`config.mk`:
```
export PLATFORM = sky130hd
export DESIGN_NAME = mips_ins_enc
export DESIGN_NICKNAME = d
export VERILOG_FILES = /design/src/rtl/mips_pkg.sv /design/src/rtl/mips_ins_fifo.sv /design/src/rtl/mips_ins_enc.sv
export SDC_FILE = /design/constraint.sdc
export NUM_CORES = 1
export LEC_CHECK = 0
export BUFFER_PORTS_ARGS = -buffer_cell sky130_fd_sc_hd__buf_4
export CAP_MARGIN = 20
export CORE_UTILIZATION = 55
export CTS_CLUSTER_DIAMETER = 80
export DETAILED_ROUTE_END_ITERATION = 12
export GPL_ROUTABILITY_DRIVEN = 0
export HOLD_SLACK_MARGIN = 0.05
export PLACE_DENSITY = 0.82
export SYNTH_ARGS = -nofsm -noshare
export SYNTH_HDL_FRONTEND = slang
export SYNTH_SLANG_ARGS = --single-unit
```
`constraint.sdc`:
```
create_clock -name clk -period 6.41 [get_ports clk]
set_input_delay 0.641 -clock clk [delete_from_list [all_inputs] [get_ports clk]]
set_output_delay 0.641 -clock clk [all_outputs]
set_load 0.05 [all_outputs]
```
`src/rtl/mips_pkg.sv`:
```
// Shared MIPS-I definitions for the instruction encoder: the abstract
// instruction kinds, the opcode, funct, REGIMM and COP0 field codes, and the
// encode function that packs one instruction into a 32-bit word.
package mips_pkg;

  typedef enum logic [5:0] {
    K_SLL = 6'd0, K_SRL, K_SRA, K_SLLV, K_SRLV, K_SRAV, K_JR, K_JALR,
    K_SYSCALL, K_BREAK, K_MFHI, K_MTHI, K_MFLO, K_MTLO,
    K_MULT, K_MULTU, K_DIV, K_DIVU,
    K_ADD, K_ADDU, K_SUB, K_SUBU, K_AND, K_OR, K_XOR, K_NOR, K_SLT, K_SLTU,
    K_BLTZ, K_BGEZ, K_J, K_JAL, K_BEQ, K_BNE, K_BLEZ, K_BGTZ,
    K_ADDI, K_ADDIU, K_SLTI, K_SLTIU, K_ANDI, K_ORI, K_XORI, K_LUI,
    K_LB, K_LH, K_LW, K_LBU, K_LHU, K_SB, K_SH, K_SW,
    K_MFC0, K_MTC0, K_ERET
  } kind_e;

  localparam logic [5:0] OP_SPECIAL = 6'h00, OP_REGIMM = 6'h01, OP_J = 6'h02, OP_JAL = 6'h03;
  localparam logic [5:0] OP_BEQ = 6'h04, OP_BNE = 6'h05, OP_BLEZ = 6'h06, OP_BGTZ = 6'h07;
  localparam logic [5:0] OP_ADDI = 6'h08, OP_ADDIU = 6'h09, OP_SLTI = 6'h0A, OP_SLTIU = 6'h0B;
  localparam logic [5:0] OP_ANDI = 6'h0C, OP_ORI = 6'h0D, OP_XORI = 6'h0E, OP_LUI = 6'h0F;
  localparam logic [5:0] OP_COP0 = 6'h10;
  localparam logic [5:0] OP_LB = 6'h20, OP_LH = 6'h21, OP_LW = 6'h23, OP_LBU = 6'h24, OP_LHU = 6'h25;
  localparam logic [5:0] OP_SB = 6'h28, OP_SH = 6'h29, OP_SW = 6'h2B;

  localparam logic [5:0] FN_SLL = 6'h00, FN_SRL = 6'h02, FN_SRA = 6'h03, FN_SLLV = 6'h04;
  localparam logic [5:0] FN_SRLV = 6'h06, FN_SRAV = 6'h07, FN_JR = 6'h08, FN_JALR = 6'h09;
  localparam logic [5:0] FN_SYSCALL = 6'h0C, FN_BREAK = 6'h0D;
  localparam logic [5:0] FN_MFHI = 6'h10, FN_MTHI = 6'h11, FN_MFLO = 6'h12, FN_MTLO = 6'h13;
  localparam logic [5:0] FN_MULT = 6'h18, FN_MULTU = 6'h19, FN_DIV = 6'h1A, FN_DIVU = 6'h1B;
  localparam logic [5:0] FN_ADD = 6'h20, FN_ADDU = 6'h21, FN_SUB = 6'h22, FN_SUBU = 6'h23;
  localparam logic [5:0] FN_AND = 6'h24, FN_OR = 6'h25, FN_XOR = 6'h26, FN_NOR = 6'h27;
  localparam logic [5:0] FN_SLT = 6'h2A, FN_SLTU = 6'h2B;

  localparam logic [4:0] RT_BLTZ = 5'h00, RT_BGEZ = 5'h01;
  localparam logic [4:0] RS_MFC0 = 5'h00, RS_MTC0 = 5'h04;
  localparam logic [31:0] ERET_WORD = 32'h4200_0018;

  typedef struct packed {
    logic        legal;
    logic [31:0] word;
  } enc_t;

  function automatic logic [31:0] r_word(input logic [4:0] rs, input logic [4:0] rt,
                                         input logic [4:0] rd, input logic [4:0] sa,
                                         input logic [5:0] fn);
    return {OP_SPECIAL, rs, rt, rd, sa, fn};
  endfunction

  function automatic logic [31:0] i_word(input logic [5:0] op, input logic [4:0] rs,
                                         input logic [4:0] rt, input logic [15:0] imm);
    return {op, rs, rt, imm};
  endfunction

  // Codes above K_ERET fall to the default and are reported as illegal.
  function automatic enc_t encode(input logic [5:0] kind, input logic [4:0] rs,
                                  input logic [4:0] rt, input logic [4:0] rd,
                                  input logic [4:0] sa, input logic [25:0] imm);
    enc_t e;
    e.legal = 1'b1;
    e.word  = '0;
    case (kind)
      K_SLL:     e.word = r_word(5'd0, rt, rd, sa, FN_SLL);
      K_SRL:     e.word = r_word(5'd0, rt, rd, sa, FN_SRL);
      K_SRA:     e.word = r_word(5'd0, rt, rd, sa, FN_SRA);
      K_SLLV:    e.word = r_word(rs, rt, rd, 5'd0, FN_SLLV);
      K_SRLV:    e.word = r_word(rs, rt, rd, 5'd0, FN_SRLV);
      K_SRAV:    e.word = r_word(rs, rt, rd, 5'd0, FN_SRAV);
      K_JR:      e.word = r_word(rs, 5'd0, 5'd0, 5'd0, FN_JR);
      K_JALR:    e.word = r_word(rs, 5'd0, rd, 5'd0, FN_JALR);
      K_SYSCALL: e.word = r_word(5'd0, 5'd0, 5'd0, 5'd0, FN_SYSCALL);
      K_BREAK:   e.word = r_word(5'd0, 5'd0, 5'd0, 5'd0, FN_BREAK);
      K_MFHI:    e.word = r_word(5'd0, 5'd0, rd, 5'd0, FN_MFHI);
      K_MFLO:    e.word = r_word(5'd0, 5'd0, rd, 5'd0, FN_MFLO);
      K_MTHI:    e.word = r_word(rs, 5'd0, 5'd0, 5'd0, FN_MTHI);
      K_MTLO:    e.word = r_word(rs, 5'd0, 5'd0, 5'd0, FN_MTLO);
      K_MULT:    e.word = r_word(rs, rt, 5'd0, 5'd0, FN_MULT);
      K_MULTU:   e.word = r_word(rs, rt, 5'd0, 5'd0, FN_MULTU);
      K_DIV:     e.word = r_word(rs, rt, 5'd0, 5'd0, FN_DIV);
      K_DIVU:    e.word = r_word(rs, rt, 5'd0, 5'd0, FN_DIVU);
      K_ADD:     e.word = r_word(rs, rt, rd, sa, FN_ADD);
      K_ADDU:    e.word = r_word(rs, rt, rd, sa, FN_ADDU);
      K_SUB:     e.word = r_word(rs, rt, rd, sa, FN_SUB);
      K_SUBU:    e.word = r_word(rs, rt, rd, sa, FN_SUBU);
      K_AND:     e.word = r_word(rs, rt, rd, sa, FN_AND);
      K_OR:      e.word = r_word(rs, rt, rd, sa, FN_OR);
      K_XOR:     e.word = r_word(rs, rt, rd, sa, FN_XOR);
      K_NOR:     e.word = r_word(rs, rt, rd, sa, FN_NOR);
      K_SLT:     e.word = r_word(rs, rt, rd, sa, FN_SLT);
      K_SLTU:    e.word = r_word(rs, rt, rd, sa, FN_SLTU);
      K_BLTZ:    e.word = i_word(OP_REGIMM, rs, RT_BLTZ, imm[15:0]);
      K_BGEZ:    e.word = i_word(OP_REGIMM, rs, RT_BGEZ, imm[15:0]);
      K_J:       e.word = {OP_J, imm};
      K_JAL:     e.word = {OP_JAL, imm};
      K_BEQ:     e.word = i_word(OP_BEQ, rs, rt, imm[15:0]);
      K_BNE:     e.word = i_word(OP_BNE, rs, rt, imm[15:0]);
      K_BLEZ:    e.word = i_word(OP_BLEZ, rs, 5'd0, imm[15:0]);
      K_BGTZ:    e.word = i_word(OP_BGTZ, rs, 5'd0, imm[15:0]);
      K_ADDI:    e.word = i_word(OP_ADDI, rs, rt, imm[15:0]);
      K_ADDIU:   e.word = i_word(OP_ADDIU, rs, rt, imm[15:0]);
      K_SLTI:    e.word = i_word(OP_SLTI, rs, rt, imm[15:0]);
      K_SLTIU:   e.word = i_word(OP_SLTIU, rs, rt, imm[15:0]);
      K_ANDI:    e.word = i_word(OP_ANDI, rs, rt, imm[15:0]);
      K_ORI:     e.word = i_word(OP_ORI, rs, rt, imm[15:0]);
      K_XORI:    e.word = i_word(OP_XORI, rs, rt, imm[15:0]);
      K_LUI:     e.word = i_word(OP_LUI, 5'd0, rt, imm[15:0]);
      K_LB:      e.word = i_word(OP_LB, rs, rt, imm[15:0]);
      K_LH:      e.word = i_word(OP_LH, rs, rt, imm[15:0]);
      K_LW:      e.word = i_word(OP_LW, rs, rt, imm[15:0]);
      K_LBU:     e.word = i_word(OP_LBU, rs, rt, imm[15:0]);
      K_LHU:     e.word = i_word(OP_LHU, rs, rt, imm[15:0]);
      K_SB:      e.word = i_word(OP_SB, rs, rt, imm[15:0]);
      K_SH:      e.word = i_word(OP_SH, rs, rt, imm[15:0]);
      K_SW:      e.word = i_word(OP_SW, rs, rt, imm[15:0]);
      K_MFC0:    e.word = {OP_COP0, RS_MFC0, rt, rd, 11'd0};
      K_MTC0:    e.word = {OP_COP0, RS_MTC0, rt, rd, 11'd0};
      K_ERET:    e.word = ERET_WORD;
      default:   e.legal = 1'b0;
    endcase
    return e;
  endfunction

endpackage

```
`src/rtl/mips_ins_fifo.sv`:
```
// Synchronous FIFO holding encoded words between the encoder and instruction
// memory. Flush empties it and suppresses any push on the same edge; the
// storage is cleared on reset so the head reads zero out of reset.
module mips_ins_fifo #(
  parameter int DEPTH = 4,
  parameter int WIDTH = 32
) (
  input  logic             clk,
  input  logic             rst_n,
  input  logic             push,
  input  logic             pop,
  input  logic             flush,
  input  logic [WIDTH-1:0] din,
  output logic             full,
  output logic             empty,
  output logic [WIDTH-1:0] head
);
  localparam int PW = $clog2(DEPTH);

  logic [WIDTH-1:0] mem_q [DEPTH];
  logic [WIDTH-1:0] mem_d [DEPTH];
  logic [PW-1:0]    wr_ptr_q, wr_ptr_d, rd_ptr_q, rd_ptr_d;
  logic [PW:0]      cnt_q, cnt_d;
  logic             do_push, do_pop;

  assign full  = (cnt_q == (PW+1)'(DEPTH));
  assign empty = (cnt_q == '0);
  assign head  = mem_q[rd_ptr_q];

  // Next pointers, occupancy and storage.
  always_comb begin
    do_push  = push && !full && !flush;
    do_pop   = pop && !empty;
    mem_d    = mem_q;
    wr_ptr_d = wr_ptr_q;
    rd_ptr_d = rd_ptr_q;
    cnt_d    = cnt_q;
    if (flush) begin
      wr_ptr_d = '0;
      rd_ptr_d = '0;
      cnt_d    = '0;
    end else begin
      if (do_push) begin
        mem_d[wr_ptr_q] = din;
        wr_ptr_d        = wr_ptr_q + 1'b1;
      end
      if (do_pop) rd_ptr_d = rd_ptr_q + 1'b1;
      cnt_d = cnt_q + (PW+1)'(do_push) - (PW+1)'(do_pop);
    end
  end

  // State registers.
  always_ff @(posedge clk or negedge rst_n) begin
    if (!rst_n) begin
      mem_q    <= '{default: '0};
      wr_ptr_q <= '0;
      rd_ptr_q <= '0;
      cnt_q    <= '0;
    end else begin
      mem_q    <= mem_d;
      wr_ptr_q <= wr_ptr_d;
      rd_ptr_q <= rd_ptr_d;
      cnt_q    <= cnt_d;
    end
  end

endmodule

```
`src/rtl/mips_ins_enc.sv`:
```
// MIPS-I instruction encoder / program loader. Accepts abstract instructions,
// packs them into 32-bit words, queues them and writes them to instruction
// memory at an auto-incrementing address. Illegal kinds are consumed but only
// counted. Optional running checksum of written words: MIPS_INS_ENC_CHKSUM_EN.
module mips_ins_enc
  import mips_pkg::*;
#(
  parameter int ADDR_W = 10,
  parameter int DEPTH  = 4
) (
  input  logic              clk,
  input  logic              rst_n,
  input  logic              in_valid,
  output logic              in_ready,
  input  logic [5:0]        in_kind,
  input  logic [4:0]        in_rs,
  input  logic [4:0]        in_rt,
  input  logic [4:0]        in_rd,
  input  logic [4:0]        in_sa,
  input  logic [25:0]       in_imm,
  input  logic              load_base,
  input  logic [ADDR_W-1:0] base_addr,
  input  logic              flush,
  output logic              im_we,
  output logic [ADDR_W-1:0] im_addr,
  output logic [31:0]       im_wdata,
  input  logic              im_ready,
  output logic              err,
  output logic [7:0]        err_cnt,
`ifdef MIPS_INS_ENC_CHKSUM_EN
  output logic [31:0]       chksum,
`endif
  output logic [ADDR_W:0]   wr_cnt
);
  enc_t              enc;
  logic              accept, push, wr_done, fifo_full, fifo_empty;
  logic [ADDR_W-1:0] im_addr_q, im_addr_d;
  logic [ADDR_W:0]   wr_cnt_q, wr_cnt_d;
  logic              err_q, err_d;
  logic [7:0]        err_cnt_q, err_cnt_d;

  assign enc      = encode(in_kind, in_rs, in_rt, in_rd, in_sa, in_imm);
  assign in_ready = !fifo_full && !flush;
  assign accept   = in_valid && in_ready;
  assign push     = accept && enc.legal;
  assign im_we    = !fifo_empty;
  assign wr_done  = im_we && im_ready;

  mips_ins_fifo #(.DEPTH(DEPTH), .WIDTH(32)) u_fifo (
    .clk   (clk),
    .rst_n (rst_n),
    .push  (push),
    .pop   (wr_done),
    .flush (flush),
    .din   (enc.word),
    .full  (fifo_full),
    .empty (fifo_empty),
    .head  (im_wdata)
  );

  // Address counter (load beats increment), write count and error tracking.
  always_comb begin
    im_addr_d = im_addr_q;
    wr_cnt_d  = wr_cnt_q;
    err_d     = err_q;
    err_cnt_d = err_cnt_q;
    if (load_base)    im_addr_d = base_addr;
    else if (wr_done) im_addr_d = im_addr_q + 1'b1;
    if (wr_done) wr_cnt_d = wr_cnt_q + 1'b1;
    if (accept && !enc.legal) begin
      err_d = 1'b1;
      if (err_cnt_q != 8'hFF) err_cnt_d = err_cnt_q + 8'd1;
    end
  end

  // Counter and status registers.
  always_ff @(posedge clk or negedge rst_n) begin
    if (!rst_n) begin
      im_addr_q <= '0;
      wr_cnt_q  <= '0;
      err_q     <= 1'b0;
      err_cnt_q <= '0;
    end else begin
      im_addr_q <= im_addr_d;
      wr_cnt_q  <= wr_cnt_d;
      err_q     <= err_d;
      err_cnt_q <= err_cnt_d;
    end
  end

  assign im_addr = im_addr_q;
  assign wr_cnt  = wr_cnt_q;
  assign err     = err_q;
  assign err_cnt = err_cnt_q;

`ifdef MIPS_INS_ENC_CHKSUM_EN
  logic [31:0] chksum_q, chksum_d;
  logic [63:0] rot_w;

  // Fold each written word in, rotated by the low address bits; load clears.
  always_comb begin
    rot_w    = {im_wdata, im_wdata} << im_addr_q[4:0];
    chksum_d = chksum_q;
    if (load_base)    chksum_d = '0;
    else if (wr_done) chksum_d = chksum_q ^ rot_w[63:32];
  end

  // Checksum register.
  always_ff @(posedge clk or negedge rst_n) begin
    if (!rst_n) chksum_q <= '0;
    else        chksum_q <= chksum_d;
  end

  assign chksum = chksum_q;
`endif

endmodule

```
==> results.cfg <==
[clocking]
cts_tree = built
cts_resized = 0
cts_max_path_buffers = 2
cts-root-buf = clkbuf_16
cts_buffers = 17
post_cts_buffers = 0
clk_pin_slew_ps = 70
cts_num_sinks = 165
clk_latency_ps = 430
cts_htree_levels = 4
holdBufCountCts = 0

[floorplanning]
num_rows = 45
die_h_um = 126.6
die_area_um2 = 16010
die_w_um = 126.6
start_util_pct = 56.33
io_pins = 132
coreArea_um2 = 15150

[drt]
vias_per_cell = 6.119
drc = 0
drtPass1Iterations = 6
drt-initial-drc-count = 572
ant_nets = 0
wirelength_um = 20350
dr_total_vias = 6731
detail_route.wl_per_cell_um = 18.50

[sta]
setup_viol = 0
relSlewSlack_pct = 26.73
fin_ws_ps = 3543
hold_violations = 0
whs_ps = 283.1
rsz0062_at_grt = no
worst_pin_slew_ps = 1099
drv_slew = 0
period_needed_ps = 2867
layout_worst_path_cycle_share_pct = 44.72
tns_ps = 0
fin_skew_ps = 11.37
max_freq_mhz = 348.8

[min_path]
min_path_type = input pin to asynchronous set/reset pin

[logic_synthesis]
ys_types = 71
synth.cell_area_um2 = 8532
synth-seq-cells = 165
synth_flop_cell = dfrtp_1
synth_top_area_share_pct = 48.39
synth_area_leader_cell = dfrtp_1
netlist_instances = 802
synth-edff-count = 0
ys_top_cells_by_area = dfrtp_1, mux4_2, nor2_1
synth_async_sr_flop_share_pct = 100.0
avgSynthCellArea_um2 = 10.64
seq_area_frac_synth_pct = 48.39
synth_fp_nets = 880
yosysWarnings = 0

[cells_and_area]
multi_input_area_um2 = 3979
seqCellArea_um2 = 4130
drive_gt1_share_pct = 26.21
fillers = 1184
post-route-util_pct = 66.30
antenna_cells = 0
finalNetCount = 978
fin_cells = 1100
area_growth_pct = 17.70
post-route-cell-area_um2 = 10040

[global_route]
grt_max_degree = 90
track_usage_pct = 26.81
grt-ovfl-total = 0
grt_pass1_vias = 6511
grt_pass1_wl_um = 33290
antenna_found_initial = 0

[flow_run]
cap_violations = 0

[power]
intPower_mw = 2.595
seq_power_share_pct = 35.6
p_sw_mw = 1.769
power_frac_comb_pct = 42.3
power_mw = 4.364
p_per_area_nw_per_um2 = 434.6
p_clk_share_pct = 22.1
leakagePower_nw = 4.402
p_sw_share_pct = 40.54
ir_drop_mv = 0.3159

[worst_setup_path]
critPathRequiredTime_ps = 5770
worstReg2RegStart = u_fifo.cnt_q[1]$_DFF_PN0_
timing.rr.end = u_fifo.cnt_q[2]$_DFF_PN0_
reg2regPathDepth = 9
startpoint_type = register
rrSetupSlack_ps = 3850
worstPathArrival_ps = 2230
cp-end-kind = output port
path_max_fanout = 32
crit_type = register to output port

[place]
dp_slack_ps = 3311
dp_hpwl_um = 12830
dp.cells = 1066
port_buffers = 131
place_area_um2 = 9444

[run_status]
status = complete, no violations
[kinds of logic after synthesis]
group	synth area share, %
fa+ha+maj	1.555
simple gates	14.72
flops	48.39
xor+xnor	3.388
mux	9.576
buf+inv	4.971
compound gates	17.39
[power groups by stage]
stage               Clock [mW]  Combinational, mW  Sequential, mW
floorplan                    0               1.27            1.63
global placement             0               1.81            1.55
detailed placement           0               1.84            1.56
CTS                      0.984               1.85            1.55
global route              1.03               1.97            1.59
finish                   0.967               1.84            1.55
[cell usage after synthesis, types with 5 or more instances]
| cell | n |
|---|---|
| buf_6 | 9 |
| mux2_2 | 5 |
| xnor2_1 | 17 |
| clkbuf_1 | 13 |
| inv_1 | 16 |
| a31oi_1 | 42 |
| a41oi_2 | 5 |
| nor3_1 | 6 |
| and2_1 | 6 |
| nor2_1 | 96 |
| nand4_1 | 10 |
| xor2_1 | 16 |
| dfrtp_1 | 165 |
| a32oi_1 | 6 |
| and4_1 | 5 |
| buf_4 | 6 |
| a311oi_2 | 5 |
| nand2_1 | 86 |
| ha_1 | 9 |
| mux4_2 | 32 |
| a21oi_1 | 42 |
| and3_1 | 9 |
| nor2b_1 | 6 |
| nand3_1 | 11 |
| o21ai_0 | 64 |
| nand2b_1 | 7 |
| buf_2 | 33 |
| a2111oi_2 | 5 |
[layout make-up]
cell class | instances | area share [%]
sequential | 165 | 41.13
multi-input combinational | 559 | 39.62
timing repair buffer | 141 | 10.73
clock buffer | 20 | 4.548
tap | 188 | 2.342
clock inverter | 11 | 1.034
inverter | 16 | 0.5981
[layout by cell type, fill, tap and decap left out, types with 3 or more instances in the layout]
cell type,Yosys,routed
dfrtp_1,165,164
buf_4,6,137
nor2_1,96,96
nand2_1,86,86
o21ai_0,64,64
a21oi_1,42,42
a31oi_1,42,42
mux4_2,32,32
xnor2_1,17,17
clkbuf_16,0,17
inv_1,16,16
xor2_1,16,16
nand3_1,11,11
nand4_1,10,10
and3_1,9,9
ha_1,9,9
nand2b_1,7,7
nor2b_1,6,6
and2_1,6,6
a32oi_1,6,6
nor3_1,6,6
a41oi_2,5,5
a2111oi_2,5,5
a311oi_2,5,5
and4_1,5,5
mux2_2,5,5
o2111ai_2,4,4
o2111a_1,4,4
mux2i_1,4,4
o21ai_1,4,4
clkinv_4,0,4
or3b_1,3,3
a32o_1,3,3
nor3b_1,3,3
clkinv_2,0,3
buf_6,9,3
[worst max path at each step]
stage | startpoint | to | slack, ps
floorplan | im_ready | u_fifo.cnt_q[2]$_DFF_PN0_ | 3840
global placement | flush | u_fifo.cnt_q[2]$_DFF_PN0_ | 3480
detailed placement | flush | u_fifo.cnt_q[2]$_DFF_PN0_ | 3310
CTS | u_fifo.rd_ptr_q[0]$_DFFE_PN0P_ | im_wdata[5] | 3480
global route | u_fifo.rd_ptr_q[0]$_DFFE_PN0P_ | im_wdata[2] | 3410
finish | u_fifo.rd_ptr_q[0]$_DFFE_PN0P_ | im_wdata[5] | 3540
[routing by layer]
metal	up-vias	share of wire, %	wire [um]	GRT usage, %
li1	3116	-	-	-
met1	3315	43	8691	36.32
met2	254	48	9778	41.76
met3	46	6.6	1346	6.959
met4	0	2.6	532	10.21
met5	-	0	0	0
[registers in the layout, summed over array words and instances, names as in the netlist]
name             flops
im_addr             10
wr_cnt              11
u_fifo.wr_ptr_q      2
u_fifo.cnt_q         3
u_fifo.mem_q       128
err                  1
u_fifo.rd_ptr_q      2
err_cnt              8
[worst max-delay path, cell delays in order, from the launching register on]
cell and delay (ps):
dfrtp_2 380, buf_4 570, mux4_2 620, buf_4 210
Power figures use the tool's default switching activity.
